$ cat config.mk
export PLATFORM = sky130hd
export DESIGN_NAME = rotation_sweep_ctrl
export DESIGN_NICKNAME = d
export VERILOG_FILES = /design/src/rtl/rotation_sweep_ctrl.sv
export SDC_FILE = /design/constraint.sdc
export NUM_CORES = 1
export LEC_CHECK = 0
export ABC_CLOCK_PERIOD_IN_PS = 4800
export BUFFER_PORTS_ARGS = -buffer_cell sky130_fd_sc_hd__buf_2
export CAP_MARGIN = 20
export CORE_MARGIN = 1
export CORE_UTILIZATION = 60
export CTS_BUF_LIST = sky130_fd_sc_hd__clkbuf_8
export CTS_CLUSTER_DIAMETER = 80
export CTS_CLUSTER_SIZE = 14
export DETAILED_ROUTE_END_ITERATION = 10
export PLACE_DENSITY_LB_ADDON = 0.08
export SETUP_SLACK_MARGIN = 0.05
export SYNTH_ARGS = -nofsm -noshare
export SYNTH_HDL_FRONTEND = slang
export SYNTH_SLANG_ARGS = --single-unit
$ cat constraint.sdc
create_clock -name clock -period 4.8 [get_ports clock]
set_clock_uncertainty 0.05 [all_clocks]
set_input_delay 0.24 -clock clock [delete_from_list [all_inputs] [get_ports clock]]
set_output_delay 0.24 -clock clock [all_outputs]
set_load 0.03 [all_outputs]
$ cat src/rtl/rotation_sweep_ctrl.sv
// rotation_sweep_ctrl
//   Sequencer for the sin/cos rotation wave generator. Steps the generator's
//   paso input from a start value to a stop value, holding each value for a
//   programmed number of whole wave periods.
//
//   Paso changes only on period boundaries. Each change is accompanied by a
//   one-cycle generator reset, so the quarter-wave counters never see a step
//   change in the middle of a period.
//
// Ports
//   clock          system clock
//   i_reset        synchronous, active-high reset
//   i_start        start pulse, sampled only in IDLE
//   i_abort        abort request, honoured in LOAD/RUN/NEXT
//   i_loop         restart from i_paso_start after the last step (sampled at start)
//   i_paso_start   first paso value (sampled at start)
//   i_paso_stop    last paso value (sampled at start)
//   i_dwell        periods per step, 0 treated as 1 (sampled at start)
//   i_sample_en    sample-rate strobe
//   o_wave_reset   generator reset pulse (registered)
//   o_wave_enable  generator enable (combinational: RUN and i_sample_en)
//   o_paso         generator step select (registered)
//   o_busy         sweep in progress (registered)
//   o_period_end   last sample of a period (combinational)
//   o_done         sweep-complete pulse (registered)
//   o_err          config-error pulse (registered)
module rotation_sweep_ctrl #(
   parameter int PASO_MAX    = 10,
   parameter int DWELL_WIDTH = 16
) (
   input  logic                   clock,
   input  logic                   i_reset,
   input  logic                   i_start,
   input  logic                   i_abort,
   input  logic                   i_loop,
   input  logic [3:0]             i_paso_start,
   input  logic [3:0]             i_paso_stop,
   input  logic [DWELL_WIDTH-1:0] i_dwell,
   input  logic                   i_sample_en,
   output logic                   o_wave_reset,
   output logic                   o_wave_enable,
   output logic [3:0]             o_paso,
   output logic                   o_busy,
   output logic                   o_period_end,
   output logic                   o_done,
   output logic                   o_err
);

   typedef enum logic [2:0] {
      IDLE  = 3'd0,
      LOAD  = 3'd1,
      RUN   = 3'd2,
      NEXT  = 3'd3,
      FLUSH = 3'd4,
      DONE  = 3'd5
   } state_t;

   localparam logic [3:0] PASO_LIMIT = 4'(PASO_MAX);

   state_t                 state;
   logic [11:0]            sample_cnt;
   logic [DWELL_WIDTH-1:0] period_cnt;
   logic [DWELL_WIDTH-1:0] dwell_eff;
   logic [3:0]             paso_start;
   logic [3:0]             paso_stop;
   logic                   loop_mode;
   logic                   step_down;

   logic                   sample_last;
   logic                   dwell_last;
   logic                   cfg_bad;

   // The period of paso p is (4095>>p)+1 samples; the counter wraps at 4095>>p.
   assign sample_last   = (sample_cnt == (12'hFFF >> o_paso));
   // Checked only on a period end: this period completes the dwell.
   assign dwell_last    = ((period_cnt + DWELL_WIDTH'(1)) == dwell_eff);
   assign cfg_bad       = (i_paso_start > PASO_LIMIT) || (i_paso_stop > PASO_LIMIT);

   assign o_wave_enable = (state == RUN) && i_sample_en;
   assign o_period_end  = (state == RUN) && i_sample_en && sample_last;

   // Sweep sequencer: state, counters, latched config and registered outputs.
   always_ff @(posedge clock) begin
      if (i_reset) begin
         state        <= IDLE;
         sample_cnt   <= 12'd0;
         period_cnt   <= '0;
         dwell_eff    <= '0;
         paso_start   <= 4'd0;
         paso_stop    <= 4'd0;
         loop_mode    <= 1'b0;
         step_down    <= 1'b0;
         o_paso       <= 4'd0;
         o_wave_reset <= 1'b0;
         o_busy       <= 1'b0;
         o_done       <= 1'b0;
         o_err        <= 1'b0;
      end else begin
         // Pulse outputs default low; each transition below raises what it needs.
         o_wave_reset <= 1'b0;
         o_done       <= 1'b0;
         o_err        <= 1'b0;
         case (state)
            IDLE: begin
               if (i_start) begin
                  if (cfg_bad) begin
                     o_err <= 1'b1;
                  end else begin
                     paso_start   <= i_paso_start;
                     paso_stop    <= i_paso_stop;
                     loop_mode    <= i_loop;
                     step_down    <= (i_paso_stop < i_paso_start);
                     dwell_eff    <= (i_dwell == '0) ? DWELL_WIDTH'(1) : i_dwell;
                     o_paso       <= i_paso_start;
                     sample_cnt   <= 12'd0;
                     period_cnt   <= '0;
                     o_wave_reset <= 1'b1;
                     o_busy       <= 1'b1;
                     state        <= LOAD;
                  end
               end
            end
            LOAD, NEXT: begin
               sample_cnt <= 12'd0;
               period_cnt <= '0;
               if (i_abort) begin
                  o_wave_reset <= 1'b1;
                  state        <= FLUSH;
               end else begin
                  state <= RUN;
               end
            end
            RUN: begin
               // Abort wins over a same-cycle period end or dwell completion.
               if (i_abort) begin
                  o_wave_reset <= 1'b1;
                  state        <= FLUSH;
               end else if (i_sample_en) begin
                  if (sample_last) begin
                     sample_cnt <= 12'd0;
                     if (dwell_last) begin
                        period_cnt <= '0;
                        if (o_paso != paso_stop) begin
                           o_paso       <= step_down ? (o_paso - 4'd1) : (o_paso + 4'd1);
                           o_wave_reset <= 1'b1;
                           state        <= NEXT;
                        end else if (loop_mode) begin
                           o_paso       <= paso_start;
                           o_wave_reset <= 1'b1;
                           state        <= NEXT;
                        end else begin
                           o_done <= 1'b1;
                           o_busy <= 1'b0;
                           state  <= DONE;
                        end
                     end else begin
                        period_cnt <= period_cnt + DWELL_WIDTH'(1);
                     end
                  end else begin
                     sample_cnt <= sample_cnt + 12'd1;
                  end
               end
            end
            FLUSH: begin
               sample_cnt <= 12'd0;
               period_cnt <= '0;
               o_busy     <= 1'b0;
               state      <= IDLE;
            end
            DONE: begin
               state <= IDLE;
            end
            default: begin
               o_busy <= 1'b0;
               state  <= IDLE;
            end
         endcase
      end
   end

endmodule

# == After elaboration in Yosys (flattened, before gate mapping) ==
# Index checks and enable logic that the tools add are counted.
# totals
out_inout_bits,10
word_cells,122
input_bits,30
regBits,65
# classes
addsub,4
n_lt_le_gt_ge,3
n_shift,1
n_eq_ne,20
n_reduce_logical,18
n_bitwise,8
muxes,55
# op_table
op,n
$mux W16,7
$mux W12,5
$pmux W16 S3,1
$mux W4,9
$pmux W12 S3,1
$mux W3,9
$mux W1,19
$add A16 B1 Y16 const B,1
$eq A16 B16 Y1,1
$logic_not A16 Y1,1
$ne A2 B2 Y1 const B,8
$add A12 B1 Y12 const B,1
$eq A12 B12 Y1,1
$shr A12 B4 Y12 const A,1
$reduce_and A5 Y1,2
$ne A3 B3 Y1 const B,3
$pmux W3 S3,1
$reduce_and A9 Y1,1
$reduce_or A3 Y1,3
$gt A4 B4 Y1 const B,2
$not A1 Y1,8
$pmux W4 S2,1
$reduce_and A8 Y1,1
$reduce_or A7 Y1,1
other kinds (17),21

# == Logic depth before layout (Yosys ltp) ==
# depth
ltp_word,8
depth_mapped,11
mapped_depth_nobuf,9

# == Worst setup path before layout ==
# Ideal clock, no wire load.
# synth_timing
path_kind,reg-to-reg
startpoint,reg period_cnt[0]
endpoint,reg period_cnt[11]
stages_incl_launch_ff,12
slack_ns,2.055
setup_ns,0.122
t_arrival_ns,2.574
required_ns,4.628
path_buffers,2
path_cell_list,dfxtp_1 ha_1 nand3_2 nor4_2 xnor2_1 o211ai_1 nor4_4 or2_1 buf_6 nor3_2 buf_6 a221o_1
# synth_between
elab_chain_cells,7
# synth_rtl
element,line_no,rtl
start: declaration,62,logic [DWELL_WIDTH-1:0] period_cnt;
start signal: assignment,157,period_cnt <= period_cnt + DWELL_WIDTH'(1);
$add A16 B1 Y16 *,"76, 157",
$eq A16 B16 Y1,76,assign dwell_last = ((period_cnt + DWELL_WIDTH'(1)) == dwell_eff);
$mux W16 *,141,if (dwell_last) begin
$mux W16 *,139,if (sample_last) begin
$mux W16 *,138,end else if (i_sample_en) begin
$mux W16 *,135,if (i_abort) begin
$pmux W16 S3 *,103,case (state)
# Every way passes the cells marked *; elsewhere a longest branch is shown, timed or not. The select of a mux whose other input is x is not followed.
# A chain may end at the register's enable or synchronous reset.

# == Worst setup path in the final report ==
# layout_timing
startpoint,reg period_cnt[0]
endpoint,reg period_cnt[2]
# Same word-level chain as after synthesis.

==> flow_metrics.py <==
metrics = {
    "detailed_routing": {
        "wire_per_inst_um": 15.5,
        "drtAntennaViolNets": 0,
        "remaining_drc_errors": 0,
        "via_per_inst": 5.98,
        "drt_iter0_drc": 206,
        "wl_mm": 9.23,
        "vias": 3553,
        "drt_first_pass_iters": 5,
    },
    "grt": {
        "track_usage_pct": 29.4,
        "grt.overflow.total": 0,
        "grt_pass1_wl_mm": 15.0,
        "met3_usage_pct": 7.47,
        "antenna_found_initial": 0,
        "grt_max_degree": 40,
        "top_usage_layer": "met2",
        "grt_pass1_vias": 3135,
        "grtUsageMet2_pct": 44.1,
        "grt_use_met1_pct": 42.0,
    },
    "timing": {
        "drv_slew": 0,
        "hold_viol": 0,
        "finalCritPeriodShare_pct": 73.3,
        "relSlewSlack_pct": 32.9,
        "rsz0062_at_grt": "no",
        "finalSetupViolations": 0,
        "fmax_mhz": 284,
        "worst_pin_slew_ns": 1.00,
        "min_period_ns": 3.52,
        "fin_setup_tns_ns": 0,
    },
    "floorplanning": {
        "start_util_pct": 61.9,
        "die_h_um": 82.7,
        "ioPinCount": 40,
        "placementRows": 29,
        "core_area_um2": 6310,
        "die_area_um2": 6840,
        "die_x_um": 82.7,
    },
    "power": {
        "p_per_area_nw_per_um2": 346,
        "combPwrFrac_pct": 24.1,
        "p_leak_nw": 1.67,
        "clockPowerShare_pct": 32.7,
        "total_power_mw": 1.48,
        "pwr-share-seq_pct": 43.2,
        "p_sw_uw": 522,
        "swShare_pct": 35.2,
        "peakVddDrop_mv": 0.275,
        "internal_power_uw": 961,
    },
    "placed_design": {
        "dpl.hpwl_mm": 6.44,
        "routabilityCongestion": 0.891,
        "dp_cells": 577,
        "portBuffers": 39,
    },
    "critical_path": {
        "critPathBufInv": 0,
        "worstSetupPathType": "flop to flop",
        "cp_num_cells": 9,
        "critPathArrivalTime_ns": 3.71,
        "crit_family": "simple AND/OR/NAND/NOR gates",
        "crit_path_max_fanout": 16,
        "critPathMaxStageDelay_ns": 0.55,
        "ff2ff_path_depth": 9,
        "crit_slowest_cell": "or2_1",
        "worstPathCellList": "ha_1, nand3_2, nor4_2, xnor2_1, o211ai_1, nor4_4, or2_1, nor3_2, a221o_1",
        "end_kind": "flop",
        "cp.required_ns": 4.99,
        "worstSetupStartpointType": "flop",
    },
    "yosys": {
        "yosysTopAreaCellShare_pct": 33.3,
        "synthXorXnorAreaFrac_pct": 9.42,
        "synth.area.mux_share_pct": 0.256,
        "yosys-top-cells-area": "dfxtp_1 (33%), nand2_1 (7.3%), a21oi_1 (5.6%)",
        "avgSynthCellArea_um2": 8.00,
        "synthAdderAreaFrac_pct": 2.76,
        "ys_ff_latch": 65,
        "ys_types": 62,
        "synth_area_um2": 3900,
        "synthFlopType": "dfxtp_1",
        "synth_top_family_by_area": "simple AND/OR/NAND/NOR gates",
        "synth-simple-area-share_pct": 30.5,
        "synth_fp_nets": 526,
        "yosysSeqAreaShare_pct": 33.3,
        "async_flop_share_pct": 0,
        "synth.largest_area_cell": "dfxtp_1",
        "yosysWarnings": 0,
        "synth_compound_area_share_pct": 18.6,
        "synth_cells": 488,
        "synth_edf_count": 0,
    },
    "clocking": {
        "clockBufferDepth": 2,
        "cts-root-buf": "clkbuf_8",
        "cts_resized": 0,
        "postCtsSetupBuffers": 0,
        "cts.hold.buffers_added": 0,
        "cts_tree": "done",
        "cts_inserted_buffers": 9,
        "clk_latency_ns": 0.36,
        "cts.clk_slew.worst_paths_ns": 0.08,
        "clock_sinks": 65,
        "htreeDepth": 3,
    },
    "finish": {
        "antenna_cells": 0,
        "multiInputGateArea_um2": 2400,
        "final_nets": 550,
        "area_delta_synth_final_pct": 9.64,
        "fill_cells": 572,
        "seq_area_um2": 1300,
        "layout-drive-gt1-share_pct": 14.5,
        "final_cell_count_no_fill": 594,
    },
    "worst_hold_path": {
        "hold_path_class": "primary input to flop",
        "whs_path_depth": 3,
    },
    "run": {
        "maxCapViolations": 0,
    },
    "outcome": {
        "status": "complete, no violations",
    },
}
## layer usage
| layer | routed length (um) | vias up |
|---|---|---|
| met4 | 83 | 0 |
| li1 | - | 1795 |
| met1 | 4570 | 1651 |
| met5 | 0 | - |
| met2 | 4050 | 99 |
| met3 | 521 | 8 |
## power by group through the flow
stage          clock [mW]  combinational (mW)  sequential (mW)
4_1_cts             0.490               0.355            0.638
3_3_place_gp            0               0.344            0.650
6_report            0.485               0.358            0.640
5_1_grt             0.512               0.404            0.647
3_5_place_dp            0               0.352            0.651
2_1_floorplan           0               0.269            0.641
## cell families (layout without fill, tap and decap cells)
logic type | Yosys count | count (layout)
XOR/XNOR | 42 | 42
multiplexers | 1 | 1
AND/OR/NAND/NOR | 220 | 220
buffers and inverters | 45 | 74
flip-flops | 65 | 65
adder cells (fa/ha/maj) | 8 | 8
AO/OA/AOI/OAI | 107 | 107
## cells in the final DEF, fill, tap and decap left out, drive strengths merged, types with 3 or more instances in the layout
cell type	count
or4	5
a31oi	5
and4	6
a41oi	3
o21ai	11
nand3	13
inv	18
buf	42
ha	7
nor4bb	4
dfxtp	65
a211oi	5
a21oi	44
clkbuf	9
and3	8
o31ai	3
a221o	14
nand2	76
clkinv	3
nor4	11
a21o	5
a22oi	4
nor3	14
nand2b	7
nor2b	7
nor4b	7
nor2	43
or3	5
xor2	18
nand4	4
or2	3
xnor2	24
## tightest hold or removal path, cell delays in order
cell	delay [ns]
buf_2	0.09
nand2_1	0.04
a21oi_1	0.05
## cell type report
class	count	share of cell area [%]
multi-input combinational	378	56.2
clock inverter	7	1.81
timing repair buffer	42	5.08
sequential	65	30.4
clock buffer	9	2.89
tap	77	2.25
inverter	16	1.40
## metrics by stage
stage                     hold slack, ns  setup WS [ns]  area, um^2  utilization [%]
final                             0.0675           1.28        4280             67.8
after global routing              0.0720           1.00        4280             67.8
after global placement             0.394           1.45        4070             64.5
after detailed placement           0.406           1.31        4070             64.5
after CTS                         0.0607           1.30        4270             67.7
after floorplan                    0.307           2.05        3910                -
## worst paths after layout
kind | startpoint | endpoint | slack (ns)
worst max register to register | period_cnt[0] | period_cnt[2] | 1.28
worst max-delay path | period_cnt[0] | period_cnt[2] | 1.28
worst min register to register | paso_start[0] | paso_start[0] | 0.42
worst min-delay path | i_loop | loop_mode | 0.07
## registers in the layout, summed over array words and instances, names as in the netlist
name and count:
dwell_eff 16, sample_cnt 12, period_cnt 16, paso_stop 4, state 3, paso_start 4, step_down 1, loop_mode 1
o_busy 1, o_wave_reset 1, o_err 1, o_done 1, o_paso 4
## cells in the mapped netlist, types with 5 or more instances
library cell / number
a211oi_1: 5
a21o_1: 5
a21oi_1: 44
a221o_1: 14
a31oi_1: 5
and3_1: 8
and4_1: 6
buf_2: 6
clkbuf_1: 20
dfxtp_1: 65
ha_1: 7
inv_1: 15
nand2_1: 76
nand2b_1: 7
nand3_1: 12
nor2_1: 42
nor2b_1: 7
nor3_1: 12
nor4_1: 8
nor4b_1: 7
o21ai_0: 9
or4_1: 5
xnor2_1: 24
xor2_1: 18
Power figures use the tool's default switching activity.
